<file path="src/rtl/muldiv_unit.sv">
// muldiv_unit: RV32M/RV64M multiply/divide execution unit.
// One operation in flight at a time. Multiplies complete after MUL_LAT cycles
// and divides use an XLEN-step radix-2 restoring divider with a sign-fix step.
// Divide by zero and signed overflow finish in one cycle.
// Optional feature macro: MULDIV_FUSE_EN adds a one-entry result cache. It lets
// MULH*/MUL and DIV*/REM* pairs on the same operands reuse one computation.
module muldiv_unit #(
    parameter int XLEN    = 32,
    parameter int MUL_LAT = 2,
    parameter int TAG_W   = 5
) (
    input  logic             clk,
    input  logic             cpurst_n,
    input  logic             flush,
    input  logic             req_valid,
    output logic             req_ready,
    input  logic [2:0]       req_op,
    input  logic [XLEN-1:0]  req_opa,
    input  logic [XLEN-1:0]  req_opb,
    input  logic [TAG_W-1:0] req_tag,
    output logic             resp_valid,
    input  logic             resp_ready,
    output logic [XLEN-1:0]  resp_data,
    output logic [TAG_W-1:0] resp_tag,
    output logic             busy
);

    localparam int CNT_W = $clog2(XLEN) + 1;

    typedef enum logic [2:0] {S_IDLE, S_MUL, S_DIV, S_FIX, S_DONE} state_e;

    state_e             state_q, state_d;
    logic [2:0]         op_q;
    logic [XLEN-1:0]    opa_q, opb_q;
    logic [TAG_W-1:0]   tag_q;
    logic [CNT_W-1:0]   cnt_q;
    logic [XLEN-1:0]    quo_q, rem_q, dvs_q;
    logic [XLEN-1:0]    resData_q;

    logic               accept;
    logic               enterDone;
    logic [2:0]         opS;
    logic [XLEN-1:0]    opaS, opbS;
    logic               mulASigned, mulBSigned, mulNeg;
    logic [XLEN-1:0]    mulMagA, mulMagB;
    logic [2*XLEN-1:0]  mulMagProd, mulProd;
    logic               divSigned, divZero, divOvf;
    logic [XLEN-1:0]    divMagA, divMagB;
    logic [XLEN:0]      remShift, remDiff;
    logic               quoNeg, remNeg;
    logic [XLEN-1:0]    finHi, finLo, finData;
    logic               cacheHit;
    logic [XLEN-1:0]    hitHi, hitLo, hitData;

    assign accept    = req_valid && req_ready;
    assign enterDone = (state_d == S_DONE) && (state_q != S_DONE);

    // Operands come straight from the request while idle, from the latches otherwise
    always_comb begin
        opS  = (state_q == S_IDLE) ? req_op  : op_q;
        opaS = (state_q == S_IDLE) ? req_opa : opa_q;
        opbS = (state_q == S_IDLE) ? req_opb : opb_q;
    end

    // Sign-magnitude multiplier and divider operand preparation and sign fix-up
    always_comb begin
        mulASigned = (opS == 3'd1) || (opS == 3'd2);
        mulBSigned = (opS == 3'd1);
        mulNeg     = (mulASigned && opaS[XLEN-1]) ^ (mulBSigned && opbS[XLEN-1]);
        mulMagA    = (mulASigned && opaS[XLEN-1]) ? -opaS : opaS;
        mulMagB    = (mulBSigned && opbS[XLEN-1]) ? -opbS : opbS;
        mulMagProd = {{XLEN{1'b0}}, mulMagA} * {{XLEN{1'b0}}, mulMagB};
        mulProd    = mulNeg ? -mulMagProd : mulMagProd;

        divSigned  = ~opS[0];
        divZero    = (opbS == '0);
        divOvf     = divSigned && (opaS == {1'b1, {(XLEN-1){1'b0}}}) && (opbS == '1);
        divMagA    = (divSigned && opaS[XLEN-1]) ? -opaS : opaS;
        divMagB    = (divSigned && opbS[XLEN-1]) ? -opbS : opbS;
        remShift   = {rem_q, quo_q[XLEN-1]};
        remDiff    = remShift - {1'b0, dvs_q};
        quoNeg     = divSigned && (opaS[XLEN-1] ^ opbS[XLEN-1]);
        remNeg     = divSigned && opaS[XLEN-1];
    end

    // Both result halves (hi/lo or quotient/remainder) and the half the op returns
    always_comb begin
        if (opS[2]) begin
            if (state_q == S_FIX) begin
                finHi = quoNeg ? -quo_q : quo_q;
                finLo = remNeg ? -rem_q : rem_q;
            end else begin
                finHi = divZero ? '1 : opaS;
                finLo = divZero ? opaS : '0;
            end
            finData = opS[1] ? finLo : finHi;
            hitData = opS[1] ? hitLo : hitHi;
        end else begin
            finHi   = mulProd[2*XLEN-1:XLEN];
            finLo   = mulProd[XLEN-1:0];
            finData = (opS[1:0] == 2'd0) ? finLo : finHi;
            hitData = (opS[1:0] == 2'd0) ? hitLo : hitHi;
        end
    end

`ifdef MULDIV_FUSE_EN
    logic             cValid_q;
    logic [2:0]       cOp_q;
    logic [XLEN-1:0]  cOpa_q, cOpb_q, cHi_q, cLo_q;

    assign hitHi = cHi_q;
    assign hitLo = cLo_q;

    // Hit when the operands match and the cached entry holds the wanted half
    always_comb begin
        cacheHit = 1'b0;
        if (cValid_q && (state_q == S_IDLE) && (opaS == cOpa_q) && (opbS == cOpb_q)) begin
            if (opS[2]) begin
                cacheHit = cOp_q[2] && (cOp_q[0] == opS[0]);
            end else begin
                cacheHit = !cOp_q[2] && ((opS == 3'd0) || (cOp_q == opS));
            end
        end
    end

    // Capture every freshly computed result; a flush forgets the entry
    always_ff @(posedge clk or negedge cpurst_n) begin
        if (!cpurst_n) begin
            cValid_q <= 1'b0;
            cOp_q    <= '0;
            cOpa_q   <= '0;
            cOpb_q   <= '0;
            cHi_q    <= '0;
            cLo_q    <= '0;
        end else if (flush) begin
            cValid_q <= 1'b0;
        end else if (enterDone && !cacheHit) begin
            cValid_q <= 1'b1;
            cOp_q    <= opS;
            cOpa_q   <= opaS;
            cOpb_q   <= opbS;
            cHi_q    <= finHi;
            cLo_q    <= finLo;
        end
    end
`else
    assign cacheHit = 1'b0;
    assign hitHi    = '0;
    assign hitLo    = '0;
`endif

    // State register
    always_ff @(posedge clk or negedge cpurst_n) begin
        if (!cpurst_n) state_q <= S_IDLE;
        else           state_q <= state_d;
    end

    // Next-state logic; flush always returns to idle
    always_comb begin
        state_d = state_q;
        case (state_q)
            S_IDLE: begin
                if (accept) begin
                    if (cacheHit)               state_d = S_DONE;
                    else if (!req_op[2])        state_d = (MUL_LAT == 1) ? S_DONE : S_MUL;
                    else if (divZero || divOvf) state_d = S_DONE;
                    else                        state_d = S_DIV;
                end
            end
            S_MUL:   if (int'(cnt_q) == MUL_LAT - 2) state_d = S_DONE;
            S_DIV:   if (int'(cnt_q) == XLEN - 1)    state_d = S_FIX;
            S_FIX:   state_d = S_DONE;
            S_DONE:  if (resp_ready) state_d = S_IDLE;
            default: state_d = S_IDLE;
        endcase
        if (flush) state_d = S_IDLE;
    end

    // Handshake and status outputs decoded from the state
    always_comb begin
        req_ready  = (state_q == S_IDLE) && !flush;
        resp_valid = (state_q == S_DONE);
        busy       = (state_q != S_IDLE);
        resp_data  = resData_q;
        resp_tag   = tag_q;
    end

    // Operand latch, latency counter, divider iteration and result capture
    always_ff @(posedge clk or negedge cpurst_n) begin
        if (!cpurst_n) begin
            op_q      <= '0;
            opa_q     <= '0;
            opb_q     <= '0;
            tag_q     <= '0;
            cnt_q     <= '0;
            quo_q     <= '0;
            rem_q     <= '0;
            dvs_q     <= '0;
            resData_q <= '0;
        end else begin
            if (accept) begin
                op_q  <= req_op;
                opa_q <= req_opa;
                opb_q <= req_opb;
                tag_q <= req_tag;
                cnt_q <= '0;
                quo_q <= divMagA;
                rem_q <= '0;
                dvs_q <= divMagB;
            end else if ((state_q == S_MUL) || (state_q == S_DIV)) begin
                cnt_q <= cnt_q + CNT_W'(1);
                if (state_q == S_DIV) begin
                    if (!remDiff[XLEN]) begin
                        rem_q <= remDiff[XLEN-1:0];
                        quo_q <= {quo_q[XLEN-2:0], 1'b1};
                    end else begin
                        rem_q <= remShift[XLEN-1:0];
                        quo_q <= {quo_q[XLEN-2:0], 1'b0};
                    end
                end
            end
            if (enterDone) begin
                resData_q <= cacheHit ? hitData : finData;
            end
        end
    end

endmodule

</file>
<file path="config.mk">
export PLATFORM = sky130hd
export DESIGN_NAME = muldiv_unit
export DESIGN_NICKNAME = d
export VERILOG_FILES = /design/src/rtl/muldiv_unit.sv
export SDC_FILE = /design/constraint.sdc
export NUM_CORES = 2
export LEC_CHECK = 0
export ABC_AREA = 0
export CAP_MARGIN = 20
export CORE_MARGIN = 10
export CORE_UTILIZATION = 30
export CTS_CLUSTER_DIAMETER = 30
export CTS_CLUSTER_SIZE = 10
export DETAILED_ROUTE_END_ITERATION = 16
export GPL_TIMING_DRIVEN = 1
export PLACE_DENSITY = 0.52
export SLEW_MARGIN = 25
export SYNTH_ARGS = -nofsm -noshare
export SYNTH_HDL_FRONTEND = slang
export SYNTH_SLANG_ARGS = --single-unit
</file>
<file path="constraint.sdc">
create_clock -name clk -period 12.4 [get_ports clk]
set_clock_uncertainty 0.1 [all_clocks]
set_input_delay 1.86 -clock clk [delete_from_list [all_inputs] [get_ports clk]]
set_output_delay 1.86 -clock clk [all_outputs]
set_load 0.01 [all_outputs]
</file>
==> flow_summary.ini <==
[placed_design]
dpl_worst_slack_ps = -604
dpl_cell_area_mm2 = 0.0602
routabilityCongestion = 0.958
dp_hpwl_um = 175000
port_buffers = 116

[worst_setup_path]
required_ps = 12680
critPathTopFamily = adder cells
rrSetupSlack_ps = 700
timing.rr.start = state_q[0]
max_stage_delay_ps = 530
r2r.worst_path.cells = 40
end_kind = register
cp_slowest_cell = fa_1
cp_data_arrival_time_ps = 12330
crit_type = in2reg
cp-start-kind = input port
timing.critical_path.buf_inv = 15
cp_max_fo = 9
r2r-end = resp_data[29]

[global_route]
grt_overflow = 0
grtUsageMet2 = 0.354
grt_max_degree = 114
met3_usage = 0.0463
grt_pass1_wl_um = 306000
grt_use_total = 0.219
use_met1 = 0.298
antenna_found_initial = 7
busiest_layer = met2
grt_pass1_vias = 46200

[min_path]
hold_path_depth = 2
hold_path.startpoint = opb_q[11]
hold_end = opb_q[11]
hp-class = reg2reg

[timing]
hold_viol = 0
maxClockFrequency_ghz = 0.0830
fin_crit_sh = 0.972
worst_slack_ps = 350
holdWs_ps = 372
worst_slew_pin_slew_ps = 1060
slew_violations = 0
setup_viol = 0
post-route-min-period_ps = 12050
slew_headroom = 0.291

[synth]
async_flop_share = 1.00
synth_seq_cells = 209
seq_area_frac_synth = 0.104
syn_inst = 6018
avgSynthCellArea_um2 = 8.34
synth_area_mm2 = 0.0502
synthesis.nets = 7294
synth_xor_area_frac = 0.0585
synth_top_family_by_area = adder cells
ys_warn_count = 0
synth-adder-area-share = 0.436
yosysUniqueCellTypes = 108
synth-simple-area-share = 0.182
synth-compound-area-share = 0.0982
synth_edf_count = 0
synth-main-ff-cell = dfrtp_1
synth.area.mux_share = 0.0222

[layout]
syn2layout_area_growth_pct = 23.4
fillers = 17200
drive_gt1_frac = 0.159
postLayoutCoreUtil = 0.371
multi_input_area_mm2 = 0.0408
final_area_mm2 = 0.0620
final-seq-area_mm2 = 0.00523
fin_nets = 7946

[floorplan]
row_count = 150
die_y_um = 429
initial_utilization = 0.301
die_x_um = 429
dieArea_mm2 = 0.184
core-area_mm2 = 0.167
ioPinCount = 117

[route]
vias_per_cell = 5.08
ant_nets = 0
first_pass_iters = 6
drt_iter0_drc = 3950
wirelength_um = 205000
drc = 0
num_vias = 45200
post_drt_wl_per_cell_um = 23.1

[clock_tree]
cts_tree = yes
numCtsBuffers = 39
cts_root_buffer = clkbuf_16
clkTransAtPathRegs_ps = 50
cts_sinks = 209
cts_buffer_depth = 3
htree_levels = 2
worstSkewPairLatency_ps = 550

[flow_run]
maxCapViolCount = 0

[outcome]
outcome = finished clean
flip-flops by register name, indices dropped and copies added, names as in the netlist:
register   count
resp_tag       5
op_q           3
opb_q         32
quo_q         32
cnt_q          6
dvs_q         32
rem_q         32
opa_q         32
state_q        3
resp_data     32
routing by layer:
layer	routed length, um	vias up
met5	27	-
met4	6260	4
met3	17300	259
met2	94200	1666
met1	87600	23100
li1	-	20200
cells by family (layout without fill, tap and decap cells):
logic type	Yosys count	after routing
adder cells (fa/ha/maj)	1215	1215
AO/OA/AOI/OAI	771	771
flip-flops	209	209
buffers and inverters	1282	1963
multiplexers	107	107
other	0	2
AND/OR/NAND/NOR	2106	2106
XOR/XNOR	328	328
how the worst max path moves through the flow:
stage / cells after the start / endpoint / slack, ps / from
global route: 43 / resp_data[29] / -40 / req_opa[6]
floorplan: 41 / resp_data[31] / 470 / req_opa[2]
CTS: 40 / resp_data[29] / 60 / req_op[0]
finish: 45 / resp_data[31] / 350 / req_opa[1]
global placement: 41 / resp_data[29] / -650 / req_opb[1]
detailed placement: 39 / resp_data[29] / -600 / req_opb[7]
through the flow:
step	std cells	TNS, ps
after detailed placement	8825	-12280
after CTS	8895	0
after global placement	8825	-14030
after floorplan	6018	0
final	8905	0
after global routing	8903	-57.4
Yosys cell counts, drive strengths merged (18+ instances only):
| cell | number | area share |
|---|---|---|
| o21ai | 236 | 0.024 |
| nand2 | 962 | 0.072 |
| nor2 | 719 | 0.054 |
| ha | 302 | 0.075 |
| fa | 897 | 0.36 |
| dfrtp | 209 | 0.10 |
| o21a | 29 | 0.0044 |
| inv | 982 | 0.073 |
| and3 | 39 | 0.0050 |
| mux2i | 106 | 0.022 |
| xnor2 | 193 | 0.034 |
| a21o | 45 | 0.0067 |
| nor4 | 33 | 0.0053 |
| and2 | 28 | 0.0036 |
| nand4 | 43 | 0.0055 |
| a21oi | 170 | 0.017 |
| o31ai | 33 | 0.0049 |
| nor3 | 65 | 0.0073 |
| nand2b | 29 | 0.0036 |
| or3 | 18 | 0.0022 |
| a211oi | 20 | 0.0030 |
| a22oi | 31 | 0.0046 |
| nand3 | 90 | 0.0095 |
| clkbuf | 230 | 0.017 |
| xor2 | 135 | 0.024 |
| o211ai | 32 | 0.0051 |
| buf | 70 | 0.0085 |
| a31oi | 52 | 0.0066 |
area by class of cell:
| type | count | area share |
|---|---|---|
| clock buffers | 47 | 0.0172 |
| repair buffers | 911 | 0.131 |
| diodes | 2 | 0.0000808 |
| well taps | 2204 | 0.0445 |
| clock inverters | 23 | 0.00513 |
| inverters | 982 | 0.0595 |
| flip-flops and latches | 209 | 0.0844 |
| multi-input cells | 4527 | 0.658 |
cells in the final DEF (no fill, tap or decap), drive strengths merged, types with 106 or more instances in the layout:
| cell type | Yosys | layout |
|---|---|---|
| a21oi | 170 | 170 |
| buf | 70 | 796 |
| clkdlybuf4s50 | 0 | 115 |
| dfrtp | 209 | 209 |
| fa | 897 | 897 |
| ha | 302 | 302 |
| inv | 982 | 983 |
| mux2i | 106 | 106 |
| nand2 | 962 | 962 |
| nor2 | 719 | 719 |
| o21ai | 236 | 236 |
| xnor2 | 193 | 193 |
| xor2 | 135 | 135 |
worst register-to-register path: cells and delay by family, from the launching register on:
kind,cells,cell delay [ps]
AO/OA/AOI/OAI,5,1020
XOR/XNOR,2,390
adder cells (fa/ha/maj),9,4390
multiplexers,2,690
buffers and inverters,9,1650
AND/OR/NAND/NOR,13,2840
flip-flops,1,490
timing repair:
action                     CTS  global route
pin swaps                    0            20
setup endpoints to repair    8            31
gates resized for setup      3            74
setup buffers                0             8
hold buffers                 0             0
Power is left out: the tool's default activity adds up to more than one toggle a clock period on the data nets, which glitch-free logic cannot reach.
